--- config.mk ---
export PLATFORM = sky130hd
export DESIGN_NAME = lfsr_pattern_ctrl_flat
export DESIGN_NICKNAME = d
export VERILOG_FILES = /design/src/rtl/lfsr_pattern_ctrl_if.sv /design/src/rtl/lfsr_pattern_ctrl.sv /design/src/flat_wrapper.sv
export SDC_FILE = /design/constraint.sdc
export NUM_CORES = 1
export LEC_CHECK = 0
export CAP_MARGIN = 40
export CORE_ASPECT_RATIO = 1.5
export CORE_UTILIZATION = 57
export DETAILED_ROUTE_END_ITERATION = 12
export MAX_ROUTING_LAYER = met4
export PLACE_DENSITY = 0.73
export SLEW_MARGIN = 40
export SYNTH_ARGS = -nofsm -noshare
export SYNTH_HDL_FRONTEND = slang
export SYNTH_SLANG_ARGS = --single-unit
--- constraint.sdc ---
create_clock -name i_Clk -period 5 [get_ports i_Clk]
set_input_delay 1 -clock i_Clk [delete_from_list [all_inputs] [get_ports i_Clk]]
set_output_delay 1 -clock i_Clk [all_outputs]
set_load 0.005 [all_outputs]
--- src/rtl/lfsr_pattern_ctrl_if.sv ---
// ---------------------------------------------------------------------------
// lfsr_pattern_ctrl_if
// Request/status bundle between a controller (master) and the LFSR pattern
// player (slave).
//   i_Start   master->slave  seed the LFSR, generate a new pattern, play it
//   i_Replay  master->slave  play the stored pattern again
//   i_Seed    master->slave  4-bit LFSR seed, sampled with i_Start
//   i_Len     master->slave  5-bit requested length, sampled with i_Start
//   o_Busy    slave->master  high whenever the player is not idle
//   o_Led     slave->master  one-hot LED drive while an entry is shown
//   o_Number  slave->master  current LFSR register value
//   o_Done    slave->master  one-cycle pulse when playback finishes
// ---------------------------------------------------------------------------
interface lfsr_pattern_ctrl_if;
    logic       i_Start;
    logic       i_Replay;
    logic [3:0] i_Seed;
    logic [4:0] i_Len;
    logic       o_Busy;
    logic [3:0] o_Led;
    logic [3:0] o_Number;
    logic       o_Done;

    modport master (
        output i_Start, i_Replay, i_Seed, i_Len,
        input  o_Busy, o_Led, o_Number, o_Done
    );

    modport slave (
        input  i_Start, i_Replay, i_Seed, i_Len,
        output o_Busy, o_Led, o_Number, o_Done
    );
endinterface

--- src/rtl/lfsr_pattern_ctrl.sv ---
// ---------------------------------------------------------------------------
// lfsr_pattern_ctrl
// Generates a pseudo-random sequence of LED positions with a 4-bit LFSR,
// stores it, and plays it back: each entry lights one LED for ON_CYCLES
// cycles followed by an all-dark gap of OFF_CYCLES cycles. A stored pattern
// can be replayed without regenerating it.
// Ports:
//   i_Clk    system clock, all state changes on the rising edge
//   i_Reset  synchronous active-high reset
//   bus      lfsr_pattern_ctrl_if.slave (start/replay requests, seed,
//            length, busy/led/number/done status)
// Parameters:
//   MAX_LEN     maximum pattern length in entries
//   ON_CYCLES   cycles each pattern LED is lit (>= 1)
//   OFF_CYCLES  cycles of dark gap after each entry (>= 1)
// ---------------------------------------------------------------------------
module lfsr_pattern_ctrl #(
    parameter int MAX_LEN    = 16,
    parameter int ON_CYCLES  = 12500000,
    parameter int OFF_CYCLES = 2500000
) (
    input  logic                  i_Clk,
    input  logic                  i_Reset,
    lfsr_pattern_ctrl_if.slave    bus
);

    // Entry index width: index and count only ever range over 0..MAX_LEN-1.
    localparam int IW   = (MAX_LEN > 1) ? $clog2(MAX_LEN) : 1;
    // Phase timer counts down from (cycles-1) to 0.
    localparam int TMAX = (ON_CYCLES > OFF_CYCLES) ? ON_CYCLES : OFF_CYCLES;
    localparam int TW   = (TMAX > 1) ? $clog2(TMAX) : 1;

    localparam logic [TW-1:0] ON_LOAD  = TW'(ON_CYCLES - 1);
    localparam logic [TW-1:0] OFF_LOAD = TW'(OFF_CYCLES - 1);
    localparam logic [TW-1:0] T_ONE    = TW'(1);
    localparam logic [IW-1:0] I_ONE    = IW'(1);
    localparam logic [IW-1:0] I_MAX    = IW'(MAX_LEN - 1);

    typedef enum logic [2:0] {
        IDLE = 3'd0,
        LOAD = 3'd1,
        GEN  = 3'd2,
        SHOW = 3'd3,
        GAP  = 3'd4,
        DONE = 3'd5
    } state_t;

    function automatic logic [3:0] lfsr_step(input logic [3:0] q);
        return {q[2:0], q[3] ^ q[2]};
    endfunction

    function automatic logic [3:0] led_of(input logic [1:0] v);
        return 4'b0001 << v;
    endfunction

    state_t          state_reg;
    logic [3:0]      lfsr_reg;
    logic [3:0]      seed_reg;
    logic [IW-1:0]   len_m1_reg;   // effective length minus one
    logic [IW-1:0]   count_reg;
    logic [IW-1:0]   index_reg;
    logic [TW-1:0]   timer_reg;
    logic            valid_reg;
    logic [3:0]      led_reg;
    logic            busy_reg;
    logic            done_reg;

    logic [1:0]      mem [MAX_LEN];
    logic            mem_we;

    assign mem_we = (state_reg == GEN) && !i_Reset;

    // Pattern store: written one entry per GEN cycle, never reset so a
    // completed pattern survives in IDLE for replay.
    always_ff @(posedge i_Clk) begin
        if (mem_we) begin
            mem[count_reg] <= lfsr_reg[1:0];
        end
    end

    always_ff @(posedge i_Clk) begin
        if (i_Reset) begin
            state_reg  <= IDLE;
            lfsr_reg   <= 4'b0001;
            seed_reg   <= 4'b0001;
            len_m1_reg <= '0;
            count_reg  <= '0;
            index_reg  <= '0;
            timer_reg  <= '0;
            valid_reg  <= 1'b0;
            led_reg    <= 4'b0000;
            busy_reg   <= 1'b0;
            done_reg   <= 1'b0;
        end else begin
            case (state_reg)
                IDLE: begin
                    done_reg <= 1'b0;
                    if (bus.i_Start) begin
                        // An all-zero seed would lock the LFSR up.
                        seed_reg <= (bus.i_Seed == 4'b0000) ? 4'b0001 : bus.i_Seed;
                        if (bus.i_Len == 5'd0) begin
                            len_m1_reg <= '0;
                        end else if (int'(bus.i_Len) > MAX_LEN) begin
                            len_m1_reg <= I_MAX;
                        end else begin
                            len_m1_reg <= IW'(bus.i_Len - 5'd1);
                        end
                        busy_reg  <= 1'b1;
                        state_reg <= LOAD;
                    end else if (bus.i_Replay && valid_reg) begin
                        index_reg <= '0;
                        timer_reg <= ON_LOAD;
                        led_reg   <= led_of(mem[0]);
                        busy_reg  <= 1'b1;
                        state_reg <= SHOW;
                    end
                end

                LOAD: begin
                    lfsr_reg  <= seed_reg;
                    count_reg <= '0;
                    valid_reg <= 1'b0;
                    state_reg <= GEN;
                end

                GEN: begin
                    lfsr_reg  <= lfsr_step(lfsr_reg);
                    count_reg <= count_reg + I_ONE;
                    if (count_reg == len_m1_reg) begin
                        index_reg <= '0;
                        timer_reg <= ON_LOAD;
                        valid_reg <= 1'b1;
                        // For a one-entry pattern, entry 0 is being written
                        // this very cycle, so take it straight from the LFSR.
                        led_reg   <= led_of((count_reg == '0) ? lfsr_reg[1:0] : mem[0]);
                        state_reg <= SHOW;
                    end
                end

                SHOW: begin
                    if (timer_reg == '0) begin
                        timer_reg <= OFF_LOAD;
                        led_reg   <= 4'b0000;
                        state_reg <= GAP;
                    end else begin
                        timer_reg <= timer_reg - T_ONE;
                    end
                end

                GAP: begin
                    if (timer_reg == '0) begin
                        if (index_reg == len_m1_reg) begin
                            done_reg  <= 1'b1;
                            state_reg <= DONE;
                        end else begin
                            index_reg <= index_reg + I_ONE;
                            timer_reg <= ON_LOAD;
                            led_reg   <= led_of(mem[index_reg + I_ONE]);
                            state_reg <= SHOW;
                        end
                    end else begin
                        timer_reg <= timer_reg - T_ONE;
                    end
                end

                DONE: begin
                    done_reg  <= 1'b0;
                    busy_reg  <= 1'b0;
                    state_reg <= IDLE;
                end

                default: begin
                    led_reg   <= 4'b0000;
                    done_reg  <= 1'b0;
                    busy_reg  <= 1'b0;
                    state_reg <= IDLE;
                end
            endcase
        end
    end

    assign bus.o_Busy   = busy_reg;
    assign bus.o_Led    = led_reg;
    assign bus.o_Number = lfsr_reg;
    assign bus.o_Done   = done_reg;

endmodule
--- src/flat_wrapper.sv ---
// flat-port wrapper written by rule: the top's interface ports become plain ports
module lfsr_pattern_ctrl_flat 
#(
    parameter int MAX_LEN    = 16,
    parameter int ON_CYCLES  = 12500000,
    parameter int OFF_CYCLES = 2500000
)
  (i_Clk, i_Reset, bus_i_Start, bus_i_Replay, bus_i_Seed, bus_i_Len, bus_o_Busy, bus_o_Led, bus_o_Number, bus_o_Done);
  lfsr_pattern_ctrl_if bus_i ();
  input  logic i_Clk;
  input  logic i_Reset;
  input wire logic [$bits(bus_i.i_Start)-1:0] bus_i_Start;
  input wire logic [$bits(bus_i.i_Replay)-1:0] bus_i_Replay;
  input wire logic [$bits(bus_i.i_Seed)-1:0] bus_i_Seed;
  input wire logic [$bits(bus_i.i_Len)-1:0] bus_i_Len;
  output wire logic [$bits(bus_i.o_Busy)-1:0] bus_o_Busy;
  output wire logic [$bits(bus_i.o_Led)-1:0] bus_o_Led;
  output wire logic [$bits(bus_i.o_Number)-1:0] bus_o_Number;
  output wire logic [$bits(bus_i.o_Done)-1:0] bus_o_Done;
  assign bus_i.i_Start = bus_i_Start;
  assign bus_i.i_Replay = bus_i_Replay;
  assign bus_i.i_Seed = bus_i_Seed;
  assign bus_i.i_Len = bus_i_Len;
  assign bus_o_Busy = bus_i.o_Busy;
  assign bus_o_Led = bus_i.o_Led;
  assign bus_o_Number = bus_i.o_Number;
  assign bus_o_Done = bus_i.o_Done;
  lfsr_pattern_ctrl #(.MAX_LEN(MAX_LEN), .ON_CYCLES(ON_CYCLES), .OFF_CYCLES(OFF_CYCLES)) u_core (.i_Clk(i_Clk), .i_Reset(i_Reset), .bus(bus_i));
endmodule
==> key figures <==
Status
  • Result of the run: completed

Global routing
  • Gr busiest metal: met2
  • Initial antenna violation count: 0
  • Pin count of the biggest net entering global routing: 26
  • Met3 Usage GRT: just over 6%
  • Remaining Overflow, GRT: 0
  • Routing usage on met1: 28.5%
  • GRT Total Usage: 28.0%
  • First-pass GRT wire length: 16.1 mm
  • Vias in the first global route: about 3400
  • Met2 global-route usage: 49.3%

Cells and area
  • Share of layout cells above drive strength 1: roughly 8.6%
  • Most common cell after layout, fill and taps aside: nor2_1
  • Nets@finish: 492
  • Commonest non-fill, non-tap cells in the layout: 57 x nor2_1, 53 x dfxtp_1, 47 x a21oi_1, 40 x nand2_1, 32 x edfxtp_1
  • Area Growth Syn to Fin: 10.2%
  • N_diodes: 0
  • Largest register FFs: 32
  • Layout fillers: 650
  • Util after Layout: 65.7%

Logic synthesis
  • Yosys warning total: 0
  • Top_reg_cell synth: dfxtp_1
  • Mapped Cells: between 400 and 500
  • EDFF count, synth: 32
  • Syn avg cell area: 9.64 sq um
  • Netlist cell types: 70
  • Post-Syn Area: approximately 4400 sq um
  • Register area share after synthesis: between 40% and 50%
  • Async SR Flop Fraction: 0%
  • #FFs+latches synth: 86
  • Post-synth net total: 477

Detailed routing
  • DRC Markers: 0
  • Vias per cell: between 6 and 7
  • Routed Antenna Nets: 0
  • Vias: 3551
  • DR pass1 iterations: 4
  • DRT iter0 DRCs: 260
  • Drt total wl: slightly above 10 mm
  • WL/cell: 17.8 um

Power
  • Switching share of total power: 42.7%
  • Pwr Total: 2.68 mW
  • Max IR drop VDD: 0.362 mV
  • Int Pwr: 1.53 mW
  • LEAKAGE: 1.60 nW
  • Combinational power share: 42.7%
  • Sequential Power Share: ~41%
  • Switching pwr: 1.14 mW
  • Cell Pwr Density: 552 nW/um^2
  • Clk pwr share: 15.9%

Clocking
  • CTS H-tree lvls: 3
  • Clk_lat worst skew: 0.36 ns
  • TritonCTS buffer count: 9
  • CTS tree: built
  • Cts repair resizes: 0
  • # hold bufs at CTS: 0
  • CTS root buf: clkbuf_8
  • Deepest clock path buffer count: 2
  • Clock Pin Slew Worst Setup and Hold Paths: 0.08 ns
  • Setup bufs post-CTS: 0
  • CTS sink cnt: 86

Hold path
  • Hold Crit Class: flop to flop
  • HP Start: u_core.seed_reg[3]$_SDFFE_PP0P_

Critical path
  • Critical Path AT: 3.28 ns
  • Worst flop-to-flop path startpoint: u_core.index_reg[0]$_SDFFE_PP0P_
  • Maximum fanout along the worst path: 13
  • Type of origin of the critical path: flop
  • Critical path type: flop to flop
  • CP required: 5.26 ns
  • Crit path launch: u_core.index_reg[0]$_SDFFE_PP0P_
  • CP Capture Type: flop

STA
  • Worst clock skew: 0.00984 ns
  • Final Hold Fails: 0
  • Worst Tran Pin Value: around 0.80 ns
  • Period utilization: 60.5%
  • Period minus WS final: 3.02 ns
  • Relative slew slack: 46.3%
  • Setup Viol. Count Final: 0
  • Unrepaired setup endpoints after global routing: false
  • F_max: 331 MHz
  • Max-slew violations: 0
  • Setup TNS: 0 ns

Die
  • Die area: 8070 sq um
  • Num rows: 38
  • # IOs: 23
  • Starting density of the core: around 60%
  • Chip Height: between 100 and 150 um
  • Core area: between 7000 and 8000 sq um
  • Die Wd: 73.7 um

Place
  • PortBufs: 22
  • Final HPWL DP: 7.45 mm
  • Routability Congestion: 0.951

Job
  • Max cap viols: 0
final timing paths:
path / end / slack, ns / cells past startpoint
hold / removal: u_core.seed_reg[3]$_SDFFE_PP0P_ / 0.49 / 2
hold reg to reg: u_core.seed_reg[3]$_SDFFE_PP0P_ / 0.49 / 2
setup / recovery: u_core.bus.o_Led[3]$_SDFFE_PP0P_ / 1.98 / 6
setup reg to reg: u_core.bus.o_Led[3]$_SDFFE_PP0P_ / 1.98 / 6
synthesized netlist by cell type (9+ instances only):
cell / n / share of area [%]
nor3_1: 19 / 2.2
nor2_1: 57 / 4.9
inv_1: 12 / 1.0
nand3_1: 9 / 1.0
a21oi_1: 48 / 5.5
clkbuf_1: 13 / 1.1
nand2_1: 40 / 3.4
a311oi_1: 13 / 2.6
o21ai_0: 23 / 2.6
edfxtp_1: 32 / 22
nand2b_1: 9 / 1.3
dfxtp_1: 54 / 25
cell families (layout without fill, tap and decap cells):
group                    Yosys count  after routing  share of synthesized area [%]
AND/OR/NAND/NOR                  174            174                           20.3
AO/OA/AOI/OAI                    131            131                           19.6
flip-flops                        86             86                           46.5
buffers and inverters             34             54                           3.45
XOR/XNOR                          12             12                           2.39
multiplexers                      10             10                           5.30
adder cells (fa/ha/maj)            9              9                           2.51
critical path, stage by stage (launching register included):
cell and delay [ns]:
dfxtp_1 0.75, ha_1 0.55, mux4_2 0.56, mux4_2 0.48
a21oi_2 0.28, nor2_1 0.07, a32o_1 0.24
routing by layer:
layer	wire, um	up-vias
met3	248	28
met4	417	0
met5	0	-
li1	-	1749
met2	5720	55
met1	3890	1719
power groups by stage:
stage | registers (mW) | clock network [mW] | logic, mW
finish | 1.11 | 0.425 | 1.14
global route | 1.13 | 0.461 | 1.25
CTS | 1.11 | 0.434 | 1.14
detailed placement | 1.12 | 0 | 1.13
global placement | 1.12 | 0 | 1.10
floorplan | 1.04 | 0 | 0.879
layout make-up:
cell class | count | area [sq um] | share of cell area [%]
Inverter | 13 | 48.8 | 1.01
Multi-Input combinational cell | 336 | 2220 | 45.8
Timing Repair Buffer | 25 | 243 | 5.01
Clock inverter | 6 | 38.8 | 0.801
Sequential cell | 86 | 2040 | 42.2
Clock buffer | 10 | 128 | 2.64
Tap cell | 100 | 125 | 2.58
metrics by stage:
stage | hold slack (ns) | cells | cell area [sq um] | worst slack [ns]
global placement | 0.479 | 560 | 4660 | 1.81
detailed placement | 0.488 | 560 | 4670 | 1.77
global route | 0.514 | 576 | 4840 | 1.81
CTS | 0.498 | 576 | 4840 | 1.95
finish | 0.493 | 576 | 4840 | 1.98
floorplan | 0.433 | 456 | 4390 | 2.65
No activity file was read; power rests on OpenSTA's default activity.
